===== config.mk =====
export PLATFORM = sky130hd
export DESIGN_NAME = mem_responder_flat
export DESIGN_NICKNAME = d
export VERILOG_FILES = /design/src/rtl/mem_responder_if.sv /design/src/rtl/mem_responder.sv /design/src/flat_wrapper.sv
export SDC_FILE = /design/constraint.sdc
export NUM_CORES = 2
export LEC_CHECK = 0
export ABC_CLOCK_PERIOD_IN_PS = 4700
export CORE_MARGIN = 4
export CORE_UTILIZATION = 63
export CTS_CLUSTER_SIZE = 10
export DETAILED_ROUTE_END_ITERATION = 6
export GPL_ROUTABILITY_DRIVEN = 0
export GPL_TIMING_DRIVEN = 1
export PLACE_DENSITY_LB_ADDON = 0.1
export SYNTH_ARGS = -nofsm -noshare
export SYNTH_HDL_FRONTEND = slang
export SYNTH_SLANG_ARGS = --single-unit
export TNS_END_PERCENT = 30

===== constraint.sdc =====
create_clock -name clock -period 4.7 [get_ports clock]
set_input_delay 0.47 -clock clock [delete_from_list [all_inputs] [get_ports clock]]
set_output_delay 0.47 -clock clock [all_outputs]
set_load 0.01 [all_outputs]

===== src/rtl/mem_responder_if.sv =====
// Processor-side bus between the multi-cycle core and mem_responder.
// The master drives strobes and address; the slave returns data and status.
interface mem_responder_if #(
  parameter int ADDR_W = 8,
  parameter int DATA_W = 8
);
  logic              MemRead;
  logic              MemWrite;
  logic [ADDR_W-1:0] addr;
  logic [DATA_W-1:0] wdata;
  logic [DATA_W-1:0] rdata;
  logic              rvalid;
  logic              wdone;
  logic              busy;
  logic              err;

  modport master (
    output MemRead,
    output MemWrite,
    output addr,
    output wdata,
    input  rdata,
    input  rvalid,
    input  wdone,
    input  busy,
    input  err
  );

  modport slave (
    input  MemRead,
    input  MemWrite,
    input  addr,
    input  wdata,
    output rdata,
    output rvalid,
    output wdone,
    output busy,
    output err
  );
endinterface


===== src/rtl/mem_responder.sv =====
// Single-port instruction/data memory with programmable access latency.
// One request in flight; extra strobes while busy are dropped with err.
module mem_responder #(
  parameter int ADDR_W = 8,
  parameter int DATA_W = 8,
  parameter int DEPTH  = 256,
  parameter int RD_LAT = 2,
  parameter int WR_LAT = 1
) (
  input  logic              clock,
  input  logic              reset,
  mem_responder_if.slave    bus,
  input  logic              ld_en,
  input  logic [ADDR_W-1:0] ld_addr,
  input  logic [DATA_W-1:0] ld_data
);

  typedef enum logic [1:0] {
    IDLE,
    RD_WAIT,
    WR_WAIT
  } state_t;

  logic [DATA_W-1:0] mem [DEPTH];

  state_t            state_q, state_d;
  logic [3:0]        cnt_q, cnt_d;
  logic [ADDR_W-1:0] addr_q, addr_d;
  logic [DATA_W-1:0] wdata_q, wdata_d;
  logic [DATA_W-1:0] rdata_q, rdata_d;
  logic              rvalid_q, rvalid_d;
  logic              wdone_q, wdone_d;
  logic              err_q, err_d;
  logic              ld_wr;
  logic              commit;
  logic              last;

  assign last = (cnt_q == 4'd1);

  always_comb begin
    state_d  = state_q;
    cnt_d    = cnt_q;
    addr_d   = addr_q;
    wdata_d  = wdata_q;
    rdata_d  = rdata_q;
    rvalid_d = 1'b0;
    wdone_d  = 1'b0;
    err_d    = 1'b0;
    ld_wr    = 1'b0;
    commit   = 1'b0;
    case (state_q)
      IDLE: begin
        if (ld_en) begin
          ld_wr = 1'b1;
          err_d = bus.MemRead | bus.MemWrite;
        end else if (bus.MemRead && bus.MemWrite) begin
          err_d = 1'b1;
        end else if (bus.MemRead) begin
          addr_d  = bus.addr;
          cnt_d   = 4'(RD_LAT);
          state_d = RD_WAIT;
        end else if (bus.MemWrite) begin
          addr_d  = bus.addr;
          wdata_d = bus.wdata;
          cnt_d   = 4'(WR_LAT);
          state_d = WR_WAIT;
        end
      end
      RD_WAIT, WR_WAIT: begin
        err_d = bus.MemRead | bus.MemWrite | ld_en;
        cnt_d = cnt_q - 4'd1;
        if (last) begin
          state_d = IDLE;
          if (state_q == RD_WAIT) begin
            rdata_d  = mem[addr_q];
            rvalid_d = 1'b1;
          end else begin
            commit  = 1'b1;
            wdone_d = 1'b1;
          end
        end
      end
      default: state_d = IDLE;
    endcase
  end

  always_ff @(posedge clock or posedge reset) begin
    if (reset) begin
      state_q  <= IDLE;
      cnt_q    <= '0;
      addr_q   <= '0;
      wdata_q  <= '0;
      rdata_q  <= '0;
      rvalid_q <= 1'b0;
      wdone_q  <= 1'b0;
      err_q    <= 1'b0;
    end else begin
      state_q  <= state_d;
      cnt_q    <= cnt_d;
      addr_q   <= addr_d;
      wdata_q  <= wdata_d;
      rdata_q  <= rdata_d;
      rvalid_q <= rvalid_d;
      wdone_q  <= wdone_d;
      err_q    <= err_d;
    end
  end

  // Array has no reset; a write aborted by reset must never land.
  always_ff @(posedge clock) begin
    if (!reset) begin
      if (ld_wr)
        mem[ld_addr] <= ld_data;
      else if (commit)
        mem[addr_q] <= wdata_q;
    end
  end

  assign bus.rdata  = rdata_q;
  assign bus.rvalid = rvalid_q;
  assign bus.wdone  = wdone_q;
  assign bus.busy   = (state_q != IDLE);
  assign bus.err    = err_q;

endmodule


===== src/flat_wrapper.sv =====
// flat-port wrapper written by rule: the top's interface ports become plain ports
module mem_responder_flat 
#(
  parameter int ADDR_W = 8,
  parameter int DATA_W = 8,
  parameter int DEPTH  = 256,
  parameter int RD_LAT = 2,
  parameter int WR_LAT = 1
)
  (clock, reset, ld_en, ld_addr, ld_data, bus_MemRead, bus_MemWrite, bus_addr, bus_wdata, bus_rdata, bus_rvalid, bus_wdone, bus_busy, bus_err);
  mem_responder_if #(.ADDR_W(ADDR_W), .DATA_W(DATA_W)) bus_i ();
  input  logic clock;
  input  logic reset;
  input  logic ld_en;
  input  logic [ADDR_W-1:0] ld_addr;
  input  logic [DATA_W-1:0] ld_data;
  input wire logic [$bits(bus_i.MemRead)-1:0] bus_MemRead;
  input wire logic [$bits(bus_i.MemWrite)-1:0] bus_MemWrite;
  input wire logic [$bits(bus_i.addr)-1:0] bus_addr;
  input wire logic [$bits(bus_i.wdata)-1:0] bus_wdata;
  output wire logic [$bits(bus_i.rdata)-1:0] bus_rdata;
  output wire logic [$bits(bus_i.rvalid)-1:0] bus_rvalid;
  output wire logic [$bits(bus_i.wdone)-1:0] bus_wdone;
  output wire logic [$bits(bus_i.busy)-1:0] bus_busy;
  output wire logic [$bits(bus_i.err)-1:0] bus_err;
  assign bus_i.MemRead = bus_MemRead;
  assign bus_i.MemWrite = bus_MemWrite;
  assign bus_i.addr = bus_addr;
  assign bus_i.wdata = bus_wdata;
  assign bus_rdata = bus_i.rdata;
  assign bus_rvalid = bus_i.rvalid;
  assign bus_wdone = bus_i.wdone;
  assign bus_busy = bus_i.busy;
  assign bus_err = bus_i.err;
  mem_responder #(.ADDR_W(ADDR_W), .DATA_W(DATA_W), .DEPTH(DEPTH), .RD_LAT(RD_LAT), .WR_LAT(WR_LAT)) u_core (.clock(clock), .reset(reset), .bus(bus_i), .ld_en(ld_en), .ld_addr(ld_addr), .ld_data(ld_data));
endmodule

# Word level (Yosys, flattened, before mapping)
# Memories as Yosys holds them, arrays and structs flattened. A register that Yosys moved wholly into a read port is not among the register bits.
# Index checks and enable logic that the tools add are counted.
# totals
ff_bits	25
ram_bits	2048
out_inout_bits	12
elab_cells	67
mem_count	1
# classes
n_addsub	1
n_eq_ne	7
mux	34
bitwise	5
reduce_logical	12
# mem_list
memory	depth	word_bits	rd	rd_clocked_by_memory_dff	write_ports	line_no	text
u_core.mem	256	8	1	1	1	mem_responder.sv:24	logic [DATA_W-1:0] mem [DEPTH];
# op_table
cell	count
$mux W8	4
$mux W1	18
$mux W4	4
$reduce_and A4 Y1	3
$mux W2	5
$pmux W4 S2	1
$reduce_or A8 Y1	1
$reduce_bool A2 Y1	3
$reduce_and A5 Y1	1
$eq A4 B1 Y1 const B	1
$ne A2 B2 Y1 const B	2
$pmux W2 S2	1
$sub A4 B1 Y4 const B	1
$ne A3 B3 Y1 const B	1
$not A1 Y1	3
$reduce_and A3 Y1	1
$eq A2 B1 Y1 const B	1
$eq A2 B2 Y1 const B	1
$logic_not A2 Y1	1
$ne A2 B1 Y1 const B	1
$or A1 B1 Y1	2
$pmux W1 S2	1
$reduce_or A2 Y1	1
$logic_and A1 B1 Y1	1

# Longest topological paths before layout
# depth
depth_word	10
mapped_depth	12
mapped_depth_nobuf	8

# Worst setup path after synthesis
# OpenSTA, ideal clock, no wires.
# synth_timing
path_type	input to register
from	input port reset
to	memory u_core.mem[0][0], data pin
setup_time_ps	555
t_arrival_ps	3836
t_required_ps	4145
setup_slack_ps	308
stages	5
n_path_buf	2
cell_sequence	inv_1 nand4_1 buf_2 buf_1 mux2_2
# synth_between
elab_chain_len	4
# synth_lines
item	line_no	text
start: declaration	flat_wrapper.sv:13	input logic reset;
$mux W1	mem_responder.sv:111	if (!reset) begin
$mux W1 (implied by the code)	mem_responder.sv:115	mem[addr_q] <= wdata_q;
$reduce_or A8 Y1 (no line)	n/a	
$mux W8 (no line)	n/a	
end: declaration	mem_responder.sv:24	
# No other way between the ends.

# Worst setup path in the final report
# layout_timing
from	register u_core.state_q[0]
to	memory u_core.mem[168][3] (enable)
# layout_between
elab_chain_len	10
word_cells_on_any_way	18
classes_between	2 x eq/ne; 13 x mux; 3 x reduce/logical
# layout_lines
item	line_no	text
start: declaration	mem_responder.sv:26	state_t state_q, state_d;
start signal: assignment	mem_responder.sv:98	state_q <= state_d;
$eq A2 B1 Y1	mem_responder.sv:51, mem_responder.sv:74	
$mux W1	mem_responder.sv:74	if (state_q == RD_WAIT) begin
$mux W1	mem_responder.sv:72	if (last) begin
$mux W1	mem_responder.sv:51	case (state_q)
$mux W1	mem_responder.sv:114	else if (commit)
$mux W1	mem_responder.sv:112	if (ld_wr)
$mux W1	mem_responder.sv:111	
$mux W1 (implied by the code)	mem_responder.sv:115	
$reduce_or A8 Y1 (no line)	n/a	
$mux W8 (no line) or $mux W1 (tied branches)	n/a	
# Several ways; a longest one is shown, not always the timed one.

==> reports/summary.log <==
INFO  cells_and_area layout.nets=4127
INFO  cells_and_area area_delta_synth_final=11.1%
INFO  floorplanning  rows=131
INFO  synthesis      netlist_area=81100um^2
INFO  grt            global_route_wire_length_before_repair=306000um
INFO  clocking       tritoncts=built
INFO  floorplanning  boundaryPins=49
INFO  synthesis      synth.avg_cell_area=20.8um^2
INFO  drt            drt-total-wl=212000um
INFO  drt            viasPerCell=7.20
INFO  pwr            power_density=566nW/um^2
INFO  clocking       clkLatencyLatePin=840ps
INFO  synthesis      ys_async_sr_fraction=1.59%
INFO  synthesis      yosys.cell_count.top_type=sky130_fd_sc_hd__edfxtp_1
INFO  sta            grt_setup_unrepaired=true
INFO  pwr            leakagePower=28.0nW
INFO  clocking       worst_setup_hold_path_clk_slew=60ps
INFO  placement      worst_slack_after_detailed_placement=-240ps
INFO  drt            vias=42.0k
INFO  setup_path     worst_r2r_path_depth=7
INFO  drt            postRouteAntennaNets=0
INFO  setup_path     critical-path-max-stage-delay=910ps
INFO  setup_path     critical_path.slowest_cell=sky130_fd_sc_hd__o21ai_1
INFO  setup_path     rrSetupSlack=60ps
INFO  drt            detail_route.drc_violations=0
INFO  placement      io_buffer_count=48
INFO  synthesis      synth_area_leader_cell=sky130_fd_sc_hd__edfxtp_1
INFO  setup_path     startpoint=u_core.state_q[0]
INFO  sta            final.min_clock_period=4640ps
INFO  cells_and_area final_layout_size_suffix_gt1_share=21.4%
INFO  grt            gr-usage-all-layers=32.0%
INFO  setup_path     data_required_critical_path=5150ps
INFO  synthesis      ys.flop_type=sky130_fd_sc_hd__edfxtp_1
INFO  clocking       clock-root-buffer=sky130_fd_sc_hd__clkbuf_16
INFO  drt            detail_route.first_pass.iterations=7
INFO  setup_path     rr_startpoint=u_core.state_q[0]
INFO  clocking       numCtsBuffers=227
INFO  floorplanning  die_width=367um
INFO  floorplanning  floorplan.die_area=135000um^2
INFO  grt            pin_count_of_the_biggest_net_entering_global_routing=150
INFO  floorplanning  die-height=367um
INFO  sta            clock.fmax=0.215GHz
INFO  clocking       ctsLongestPathBuffers=3
INFO  setup_path     crit_path_cells=inv_1 > ha_1 > nor2b_1 > nand4_1 > o21ai_1 > nand3_1 > nor2_1
INFO  pwr            report.power.total=51.0mW
INFO  setup_path     worstSetupStartpointType=register
INFO  setup_path     worst-setup-path-type=reg2reg
INFO  sta            slew_violations=0
INFO  job            cap_violations=0
INFO  sta            max_slew_margin=17.2%
INFO  setup_path     worst_ep_arrival_time=5090ps
INFO  clocking       cts.sinks=2081
INFO  pwr            ir_drop=0.000498V
INFO  setup_path     worstPathMaxFanout=16
INFO  drt            routed_wire_length_per_instance=36.4um
INFO  grt            grt_antenna_before_repair=10
INFO  hold_path      hold_removal_path_class=in2async
INFO  synthesis      ys_top_cells_by_count=sky130_fd_sc_hd__edfxtp_1, sky130_fd_sc_hd__mux4_2, sky130_fd_sc_hd__nor2_1, sky130_fd_sc_hd__mux2i_1, sky130_fd_sc_hd__a22oi_1
INFO  synthesis      yosysTopAreaCellShare=75.8%
INFO  synthesis      synth.lib_cells_used.distinct=58
INFO  synthesis      edff_count_synth=2048
INFO  clocking       htree_levels=4
INFO  sta            transition_time_of_the_tightest_slew_check_pin=1240ps
INFO  run_status     run_status=finished clean
INFO  synthesis      syn_nets=3944
INFO  synthesis      ys_seq_area_share=76.8%
INFO  sta            finalClockSkew=33.3ps
INFO  sta            setup_violations=0
INFO  setup_path     critPathCapture=u_core.mem[168][3]
INFO  synthesis      synth.ff_latch_count=2081
INFO  clocking       cts_setup_buffers=0
INFO  drt            first_iter_violations=6647
INFO  grt            first_global_vias=41.5k
INFO  floorplanning  floorplan.initialDensity=63.5%
INFO  sta            setup_slack=59.1ps
INFO  setup_path     timing.rr.end=u_core.mem[168][3]
INFO  sta            finalHoldViolCount=0
INFO  synthesis      synthCells=3899
INFO  grt            grt-ovfl-total=0
INFO  floorplanning  fp.coreArea=128000um^2
INFO  sta            ratio_of_final_minimum_period_to_clock_period=98.7%
INFO  placement      dp_hpwl=129000um
INFO  synthesis      yosys-top-cells-area=sky130_fd_sc_hd__edfxtp_1, sky130_fd_sc_hd__mux4_2, sky130_fd_sc_hd__mux2i_1
INFO  setup_path     end_kind=register
INFO  synthesis      ys.warnings.count=0
worst min-delay path by stage:
stage,slack (ps),endpoint,startpoint
after floorplan,480,u_core.wdata_q[0],u_core.wdata_q[0]
after global placement,510,u_core.bus.rdata[4],u_core.bus.rdata[4]
after detailed placement,500,u_core.bus.rdata[4],u_core.bus.rdata[4]
after CTS,150,u_core.bus.rdata[7],reset
after global routing,200,u_core.bus.wdone,reset
final,200,u_core.bus.wdone,reset
timing repair:
item	in CTS	in global routing
pin swaps	0	0
hold buffers	0	0
setup endpoints to repair	147	387
cloned	0	0
gates resized for setup	3	3
worst max-delay path, delay by kind of cell, from the launching register on:
family          cells  cell delay [ps]
fa+ha+maj           1              400
compound gates      1              910
simple gates        4             2510
flops               1              380
buf+inv             1               70
cell type report:
cell class	count	area, um^2
clock inverters	12	134
flip-flops and latches	2081	62300
well taps	1662	2080
diodes	6	15.0
repair buffers	191	1840
inverters	15	56.3
clock buffers	299	6090
multi-input cells	1566	17500
fillers	7475	37600
routing by layer:
metal,up-vias,GRT usage (%),share of wire (%)
met5,-,0,0.0099
met2,3266,47.1,46
met3,442,8.89,13
met4,4,12.7,4.2
li1,16500,-,-
met1,21700,46.6,37
sequential cells by signal, indices dropped and copies added, names as in the netlist:
signal	cells
u_core.wdata_q	8
u_core.addr_q	8
u_core.bus.err	1
u_core.bus.rdata	8
u_core.cnt_q	4
u_core.bus.wdone	1
u_core.bus.rvalid	1
u_core.mem	2048
u_core.state_q	2
cells in the final DEF, fill, tap and decap left out, types with 7 or more instances in the layout:
master,count
sky130_fd_sc_hd__o221ai_1,36
sky130_fd_sc_hd__buf_4,120
sky130_fd_sc_hd__dfrtp_1,29
sky130_fd_sc_hd__mux2_2,16
sky130_fd_sc_hd__o21ai_0,40
sky130_fd_sc_hd__clkdlybuf4s50_1,48
sky130_fd_sc_hd__a31oi_1,9
sky130_fd_sc_hd__nand2_1,82
sky130_fd_sc_hd__o311ai_1,8
sky130_fd_sc_hd__mux4_2,458
sky130_fd_sc_hd__a221oi_1,9
sky130_fd_sc_hd__mux2i_1,163
sky130_fd_sc_hd__nor2b_1,11
sky130_fd_sc_hd__clkbuf_1,65
sky130_fd_sc_hd__mux2_8,8
sky130_fd_sc_hd__nand2b_1,18
sky130_fd_sc_hd__inv_1,13
sky130_fd_sc_hd__a21oi_1,65
sky130_fd_sc_hd__o31ai_1,10
sky130_fd_sc_hd__a22oi_1,106
sky130_fd_sc_hd__edfxtp_1,2048
sky130_fd_sc_hd__nand3b_1,10
sky130_fd_sc_hd__or4_1,7
sky130_fd_sc_hd__buf_12,23
sky130_fd_sc_hd__o211ai_1,18
sky130_fd_sc_hd__a221o_1,7
sky130_fd_sc_hd__o2111ai_1,7
sky130_fd_sc_hd__nand4_1,15
sky130_fd_sc_hd__and3_1,8
sky130_fd_sc_hd__clkbuf_16,233
sky130_fd_sc_hd__o21bai_1,7
sky130_fd_sc_hd__nand3_1,34
sky130_fd_sc_hd__o21ai_1,7
sky130_fd_sc_hd__o22ai_1,37
sky130_fd_sc_hd__ha_1,8
sky130_fd_sc_hd__nor2_1,293
sky130_fd_sc_hd__a211oi_1,15
power breakdown:
group / switching (mW) / total, mW / internal (mW)
sequential: 0.542 / 21.5 / 21.0
combinational: 8.30 / 14.0 / 5.69
clock: 6.60 / 15.5 / 8.86
total: 15.4 / 51.0 / 35.5
cells by family after synthesis:
kind of cell / synth area share (%)
adder cells (fa/ha/maj): 0.123
buffers and inverters: 1.76
multiplexers: 15.1
AO/OA/AOI/OAI: 3.42
AND/OR/NAND/NOR: 2.80
flip-flops: 76.8
through the flow:
| stage | cells | instance area (um^2) | hold slack, ps | util, % | TNS (ps) |
|---|---|---|---|---|---|
| floorplan | 3899 | 81100 | 477 | - | 0 |
| global placement | 5514 | 83800 | 506 | 65.6 | -186440 |
| detailed placement | 5515 | 83800 | 499 | 65.7 | -46780 |
| CTS | 5826 | 90100 | 155 | 70.5 | 0 |
| global route | 5826 | 90100 | 204 | 70.5 | -629 |
| finish | 5832 | 90100 | 198 | 70.5 | 0 |
Power figures use the tool's default switching activity.
